### config.mk
export PLATFORM = sky130hd
export DESIGN_NAME = ex_mem_pipe_reg
export DESIGN_NICKNAME = d
export VERILOG_FILES = /design/src/rtl/pipe_pkg.sv /design/src/rtl/pipe_slot.sv /design/src/rtl/ex_mem_pipe_reg.sv
export SDC_FILE = /design/constraint.sdc
export NUM_CORES = 1
export LEC_CHECK = 0
export CAP_MARGIN = 20
export CORE_MARGIN = 4
export CORE_UTILIZATION = 35
export CTS_CLUSTER_DIAMETER = 30
export DETAILED_ROUTE_END_ITERATION = 10
export PLACE_DENSITY_LB_ADDON = 0.05
export SYNTH_ARGS = -nofsm -noshare
export SYNTH_HDL_FRONTEND = slang
export SYNTH_SLANG_ARGS = --single-unit
### constraint.sdc
create_clock -name clk1 -period 3.3 [get_ports clk1]
set_input_delay 0.99 -clock clk1 [delete_from_list [all_inputs] [get_ports clk1]]
set_output_delay 0.99 -clock clk1 [all_outputs]
set_load 0.05 [all_outputs]
### src/rtl/pipe_pkg.sv
// Shared definitions for the EX->MEM pipeline register: control-bit indices and FSM states.
package pipe_pkg;

    localparam int CTRL_MEMWRITE = 0;
    localparam int CTRL_MEMREAD  = 1;
    localparam int CTRL_MEMTOREG = 2;

    typedef enum logic [1:0] {
        EMPTY = 2'd0,
        ONE   = 2'd1,
        TWO   = 2'd2
    } state_e;

endpackage

### src/rtl/pipe_slot.sv
// One storage slot of the EX->MEM register: a valid flag plus a flat payload.
// load wins over clear; clear drops only the valid flag so the payload keeps its last value.
module pipe_slot #(
    parameter int W = 19
) (
    input  logic         clk_i,
    input  logic         rst_i,
    input  logic         load_i,
    input  logic         clear_i,
    input  logic [W-1:0] data_i,
    output logic         valid_o,
    output logic [W-1:0] data_o
);

    logic         valid_q;
    logic [W-1:0] data_q;

    always_ff @(posedge clk_i) begin
        if (rst_i) begin
            valid_q <= 1'b0;
            data_q  <= '0;
        end else if (load_i) begin
            valid_q <= 1'b1;
            data_q  <= data_i;
        end else if (clear_i) begin
            valid_q <= 1'b0;
        end
    end

    assign valid_o = valid_q;
    assign data_o  = data_q;

endmodule

### src/rtl/ex_mem_pipe_reg.sv
// EX->MEM pipeline register with a main slot and a skid slot, flush, gated control and a stall counter.
// Handshake: a beat moves on a side only in a cycle where both valid and ready are high at posedge clk1.
module ex_mem_pipe_reg
    import pipe_pkg::*;
#(
    parameter int DATA_W = 8,
    parameter int CTRL_W = 3,
    parameter int CNT_W  = 8
) (
    input  logic              clk1,
    input  logic              rst,
    input  logic              in_valid,
    output logic              in_ready,
    input  logic [DATA_W-1:0] in_B,
    input  logic [DATA_W-1:0] in_alu_out,
    input  logic [CTRL_W-1:0] in_ctrl,
    input  logic              flush,
    output logic              out_valid,
    input  logic              out_ready,
    output logic [DATA_W-1:0] out_B,
    output logic [DATA_W-1:0] out_alu_out,
    output logic [CTRL_W-1:0] out_ctrl,
    output logic [CNT_W-1:0]  stall_cnt,
    output logic [1:0]        dbg_state_o
);

    localparam int PW = 2 * DATA_W + CTRL_W;

    state_e            state_q, state_d;
    logic              in_ready_q;
    logic [CNT_W-1:0]  stall_q, stall_d;

    logic              accept, emit;
    logic              main_load, main_clear, main_from_skid;
    logic              skid_load, skid_clear;
    logic              main_valid, skid_valid;
    logic [PW-1:0]     in_payload, main_din, main_data, skid_data;

    assign in_payload = {in_ctrl, in_alu_out, in_B};
    assign accept     = in_valid & in_ready_q;
    assign emit       = main_valid & out_ready;

    // State register, registered ready and stall counter.
    always_ff @(posedge clk1) begin
        if (rst) begin
            state_q    <= EMPTY;
            in_ready_q <= 1'b1;
            stall_q    <= '0;
        end else begin
            state_q    <= state_d;
            in_ready_q <= (state_d != TWO);
            stall_q    <= stall_d;
        end
    end

    always_comb begin
        state_d = state_q;
        if (flush) begin
            state_d = EMPTY;
        end else begin
            case (state_q)
                EMPTY:   if (accept) state_d = ONE;
                ONE: begin
                    if (accept && !emit)      state_d = TWO;
                    else if (!accept && emit) state_d = EMPTY;
                end
                TWO:     if (emit) state_d = ONE;
                default: state_d = EMPTY;
            endcase
        end
    end

    // Slot steering: in TWO the skid beat refills main as main drains.
    always_comb begin
        main_load      = 1'b0;
        main_clear     = 1'b0;
        main_from_skid = 1'b0;
        skid_load      = 1'b0;
        skid_clear     = 1'b0;
        if (flush) begin
            main_clear = 1'b1;
            skid_clear = 1'b1;
        end else begin
            case (state_q)
                EMPTY: main_load = accept;
                ONE: begin
                    main_load  = accept & emit;
                    skid_load  = accept & ~emit;
                    main_clear = emit & ~accept;
                end
                TWO: begin
                    main_from_skid = 1'b1;
                    main_load      = emit & skid_valid;
                    skid_clear     = emit;
                end
                default: begin
                    main_clear = 1'b1;
                    skid_clear = 1'b1;
                end
            endcase
        end
    end

    always_comb begin
        stall_d = stall_q;
        if (main_valid && !out_ready && (stall_q != {CNT_W{1'b1}}))
            stall_d = stall_q + 1'b1;
    end

    assign main_din = main_from_skid ? skid_data : in_payload;

    pipe_slot #(.W(PW)) u_main (
        .clk_i   (clk1),
        .rst_i   (rst),
        .load_i  (main_load),
        .clear_i (main_clear),
        .data_i  (main_din),
        .valid_o (main_valid),
        .data_o  (main_data)
    );

    pipe_slot #(.W(PW)) u_skid (
        .clk_i   (clk1),
        .rst_i   (rst),
        .load_i  (skid_load),
        .clear_i (skid_clear),
        .data_i  (in_payload),
        .valid_o (skid_valid),
        .data_o  (skid_data)
    );

    // Bubbles must never carry MemWrite/MemRead into MEM.
    assign out_valid   = main_valid;
    assign out_B       = main_data[DATA_W-1:0];
    assign out_alu_out = main_data[2*DATA_W-1:DATA_W];
    assign out_ctrl    = main_valid ? main_data[PW-1:2*DATA_W] : '0;
    assign in_ready    = in_ready_q;
    assign stall_cnt   = stall_q;
    assign dbg_state_o = state_q;

endmodule

# Word level (Yosys, flattened, before mapping)
# Index checks and enable logic that the tools add are counted.
# word_totals
output_inout_bits	31
register_bits	51
in_bits	24
# classes
n_reduce_logical	12
bitwise_logic	8
eq_ne	4
n_mux	22
add_sub_neg	1
# ops
operator	count
$mux 19	1
$mux 1	11
$mux 2	5
$add 8x1->8 const B	1
$ne 8x8->1 const B	1
$and 1x1->1	6
$pmux 2 s3	1
$logic_and 1x1->1	4
$pmux 1 s2	2
$reduce_bool 2->1	2
$reduce_or 2->1	2
$logic_not 1->1	3
$mux 3	1
$pmux 1 s3	1
$eq 2x1->1 const B	1
$eq 2x2->1 const B	1
$logic_not 2->1	1
$ne 2x2->1 const B	1
$not 1->1	2

# Depth between registers and ports, before layout
# depth
word_depth	8
depth_mapped	8

# By module
# Synthesis repeated with hierarchy kept, for this count alone.
# unflattened
cells_unflattened	234
area_unflattened_um2	2408.6
# by_module_without_submodules
module	seq_area_each_um2	area_each_um2	instances	cells_per_inst
pipe_slot	400.4	706.9	2	65
ex_mem_pipe_reg	220.2	994.7	1	104

# Least setup slack after synthesis
# OpenSTA, ideal clock, no wires.
# synth_path
kind	reg-to-reg
start	register state_q[0] (netlist: dbg_state_o[0])
end	register u_main.data_q[9] (netlist: u_main.data_o[9])
slack_ps	1054
arrival_time_ps	2094
stages_incl_launch_ff	9
required_ps	3148
n_path_buf	2
cell_sequence	dfxtp_1 -> inv_1 -> ha_1 -> nand2b_1 -> buf_2 -> buf_4 -> mux2_2 -> nor2_1 -> a221oi_2
# synth_via
elab_chain_len	4
# synth_lines
element	line_no	rtl
from (decl)	ex_mem_pipe_reg.sv:29	state_e state_q, state_d;
from (signal assigned)	ex_mem_pipe_reg.sv:50	state_q <= state_d;
$eq 2x2->1	ex_mem_pipe_reg.sv:84	case (state_q)
$mux 1	ex_mem_pipe_reg.sv:84	
$mux 1	ex_mem_pipe_reg.sv:80	if (flush) begin
$mux 19	ex_mem_pipe_reg.sv:110	assign main_din = main_from_skid ? skid_data : in_payload;
to (signal assigned)	pipe_slot.sv:24	data_q <= data_i;
to (decl)	pipe_slot.sv:16	logic [W-1:0] data_q;
# Parallel ways exist; a longest one is shown, timed or not.
# A chain may end at the register's enable or synchronous reset.

# Worst setup path in the final report
# layout_path
start	register u_main.valid_q (netlist: u_main.valid_o)
end	output port out_ctrl[0]
# layout_via
elab_chain_len	1
# layout_lines
element	line_no	rtl
from (decl)	pipe_slot.sv:15	logic valid_q;
from (signal assigned)	pipe_slot.sv:20	valid_q <= 1'b0;
from (signal assigned)	pipe_slot.sv:23	valid_q <= 1'b1;
from (signal assigned)	pipe_slot.sv:26	valid_q <= 1'b0;
$mux 3	ex_mem_pipe_reg.sv:136	assign out_ctrl = main_valid ? main_data[PW-1:2*DATA_W] : '0;
to (decl)	ex_mem_pipe_reg.sv:22	output logic [CTRL_W-1:0] out_ctrl,
# No other way between the ends.

==> results by group <==
Clock tree
  • CTS buffer count: 5
  • Clock Sinks: 51
  • CTS Hold Bufs: 0
  • CTS tree: yes
  • CTS H-tree depth: 2
  • Clock Latency Late Sink: 300 ps
  • Root Buffer: clkbuf_8
  • Post CTS Setup Buffer Count: 0
  • Resize count post-CTS: 0
  • Clock slew at reported path FFs: 90 ps
  • Clock buffer depth: 2

Timing
  • Final Hold Vio Count: 0
  • Final worst path period share: 0.847
  • Setup-violating endpoint count in the final report: 0
  • FMAX: 358 MHz
  • Slew @ Worst Pin: 711 ps
  • Max transition margin: 0.526
  • Slew Limit Fails: 0
  • RSZ-0062 raised after global routing: no
  • Setup WS post-layout: 503 ps
  • Fin crit period: 2800 ps
  • Setup TNS Final: 0 ps
  • Clk_skew: 4.16 ps

Global route
  • Vias in the first global route: 1,927
  • GRT Total Usage: 0.132
  • Largest net degree at the start of global routing: 31
  • Initial antenna violation count: 0
  • First-pass GRT wire length: 9430 µm
  • Grt ovf: 0

Setup path
  • Setup CP Type: reg -> out
  • WP data required: 2310 ps
  • Reg2Reg Capture Point: u_main.data_o[18]$_SDFFE_PP0P_
  • Crit. End Element: output port
  • CP max stage cell: clkdlybuf4s50_1
  • Reg-to-Reg Start: dbg_state_o[0]$_SDFF_PP0_
  • CP peak stage delay: 820 ps
  • Worst Setup Start Kind: flop
  • Worst reg-to-reg path cell count: 7
  • Crit-path cells: and2_1 > clkdlybuf4s50_1
  • Top fanout value on the critical path: 9
  • WP data arrival: 1810 ps
  • Worst R2R Setup Slack: 1340 ps

Die
  • Initial Utilization: 0.367
  • Die Wd: 95.9 µm
  • Die H: 95.9 µm
  • DIE AREA: 9190 µm²
  • Boundary Pins: 55
  • Num rows: 31
  • Core area: 7370 µm²

Yosys
  • Largest family of logic cells by synthesized area: multiplexers
  • Yosys cell types: 40
  • Mean Syn Cell Area: 9.79 µm²
  • Yosys warning count: 0
  • Ys flop type: dfxtp_1
  • Post-synthesis sequential element count: 51
  • Multiplexer area fraction after synthesis: 0.165
  • Share of flip-flops with an asynchronous set or reset: 0
  • Yosys top cell area share: 0.378
  • Post-synthesis sequential area ratio: 0.378
  • Yosys top cell by area: dfxtp_1
  • Post-Synth Adder-Cell Area: 0.0231
  • Xor/xnor share of the synthesized area: 0.00648
  • Post-Syn Nets: 305
  • Synth top area cells: dfxtp_1 (38%), a221oi_2 (11%), mux2_2 (8.3%), mux2i_1 (8.1%), nor2_1 (6.4%)
  • Synth Cell Area: 2700 µm²
  • Post-synthesis simple-gate area fraction: 0.148
  • Synth Area in Compound Gates: 0.159
  • Syn Inst Count: 276
  • Post-synth EDFFs: 0

Min path
  • Hold endpoint: u_main.data_o[8]$_SDFFE_PP0P_
  • Hold Path Class: reg -> reg
  • Hold Startpoint: u_main.data_o[8]$_SDFFE_PP0P_
  • Worst hold stages: 2

Pwr
  • Lkg Pwr: 1.15 nW
  • Design Power: 1.30 mW
  • Power per cell area: 393 nW/µm²
  • Worst VDD drop: 0.000191 V

Drt
  • WL final: 5790 µm
  • WL per Instance: 14.0 µm
  • Vias per std cell: 4.81
  • Initial DRC Count: 52
  • Remaining DRCs: 0
  • 1st-pass router iterations: 4
  • Vias: 1,985
  • Routed Antenna Nets: 0

Final layout
  • Antenna Cells: 0
  • P&R area growth vs syn: 22.0%
  • Share of cells above drive strength 1: 0.191
  • Fin nets: 342
  • Fill count: 735

Placement
  • I/O Buffers: 54
  • GPL Wtd Cong: 0.828
  • Detailed placement HPWL: 3950 µm
  • Place WS: 428 ps

Flow run
  • Max-cap violations: 0

Status
  • Status: finished clean
-- worst max-delay path by stage --
stage | start | to | slack [ps] | depth (start not counted)
finish | u_main.valid_o$_SDFFE_PP0P_ | out_ctrl[0] | 500 | 2
global route | u_main.valid_o$_SDFFE_PP0P_ | out_ctrl[0] | 370 | 2
CTS | u_main.valid_o$_SDFFE_PP0P_ | out_ctrl[0] | 470 | 2
detailed placement | out_ready | u_main.data_o[8]$_SDFFE_PP0P_ | 430 | 6
global placement | out_ready | u_skid.data_o[5]$_SDFFE_PP0P_ | 450 | 6
floorplan | dbg_state_o[0]$_SDFF_PP0_ | u_main.data_o[9]$_SDFFE_PP0P_ | 1050 | 8
-- worst max-delay path, delay by kind of cell (launching register included) --
| family | cells | cell delay [ps] |
|---|---|---|
| flip-flops | 1 | 510 |
| buffers and inverters | 1 | 820 |
| AND/OR/NAND/NOR | 1 | 180 |
-- state kept, by name, summed over array words and instances (netlist names) --
register and cells:
u_main.data_o 19, u_skid.data_o 19, stall_cnt 8, dbg_state_o 2, in_ready 1, u_main.valid_o 1, u_skid.valid_o 1
-- layout make-up --
cell class	count	area (µm²)	area share
Timing Repair Buffer	63	603	0.183
Clock buffer	8	100	0.0303
Sequential cell	51	1020	0.310
Multi-Input combinational cell	169	1360	0.414
Tap cell	99	124	0.0376
Inverter	23	86.3	0.0262
-- metrics by stage --
step	utilization	hold slack [ps]	std cells	area, µm²
floorplan	-	438	276	2700
global placement	0.434	445	405	3200
global route	0.448	478	413	3300
CTS	0.448	465	413	3300
finish	0.448	462	413	3300
detailed placement	0.434	451	405	3200
-- cells in the mapped netlist, types with 4 or more instances --
cell and instances:
inv_1 23, a21oi_1 4, nand2_1 8, mux2_2 20, nor3_1 4, ha_1 5, clkbuf_1 8, mux2i_1 22
buf_6 4, dfxtp_1 51, and2_1 5, a221oi_2 19, buf_4 18, nor2_1 46
-- where the power goes --
group	leakage [nW]	total, mW	switching, mW	internal [mW]
registers	0.415	0.651	0.0135	0.638
logic	0.686	0.255	0.149	0.106
clock network	0.0515	0.391	0.199	0.192
-- cell usage in the layout (no fill, tap or decap), types with 5 or more instances in the layout --
| master | netlist | final |
|---|---|---|
| buf_4 | 18 | 9 |
| and2_1 | 5 | 5 |
| mux2i_1 | 22 | 22 |
| nand2_1 | 8 | 8 |
| a221oi_2 | 19 | 19 |
| ha_1 | 5 | 5 |
| nor2_1 | 46 | 46 |
| clkdlybuf4s50_1 | 0 | 53 |
| inv_1 | 23 | 23 |
| clkbuf_8 | 0 | 7 |
| dfxtp_1 | 51 | 51 |
| mux2_2 | 20 | 20 |
-- cell families after synthesis --
logic type               count (synthesis)
AND/OR/NAND/NOR                         82
buffers and inverters                   56
flip-flops                              51
multiplexers                            42
AO/OA/AOI/OAI                           38
adder cells (fa/ha/maj)                  5
XOR/XNOR                                 2
-- layer usage --
| metal | up-vias | GRT usage | wire length [µm] |
|---|---|---|---|
| li1 | 1017 | - | - |
| met1 | 922 | 0.169 | 2710 |
| met2 | 41 | 0.218 | 2700 |
| met3 | 5 | 0.0336 | 325 |
| met4 | 0 | 0.0415 | 55 |
| met5 | - | 0 | 0 |
(Power assumes the default switching activity.)
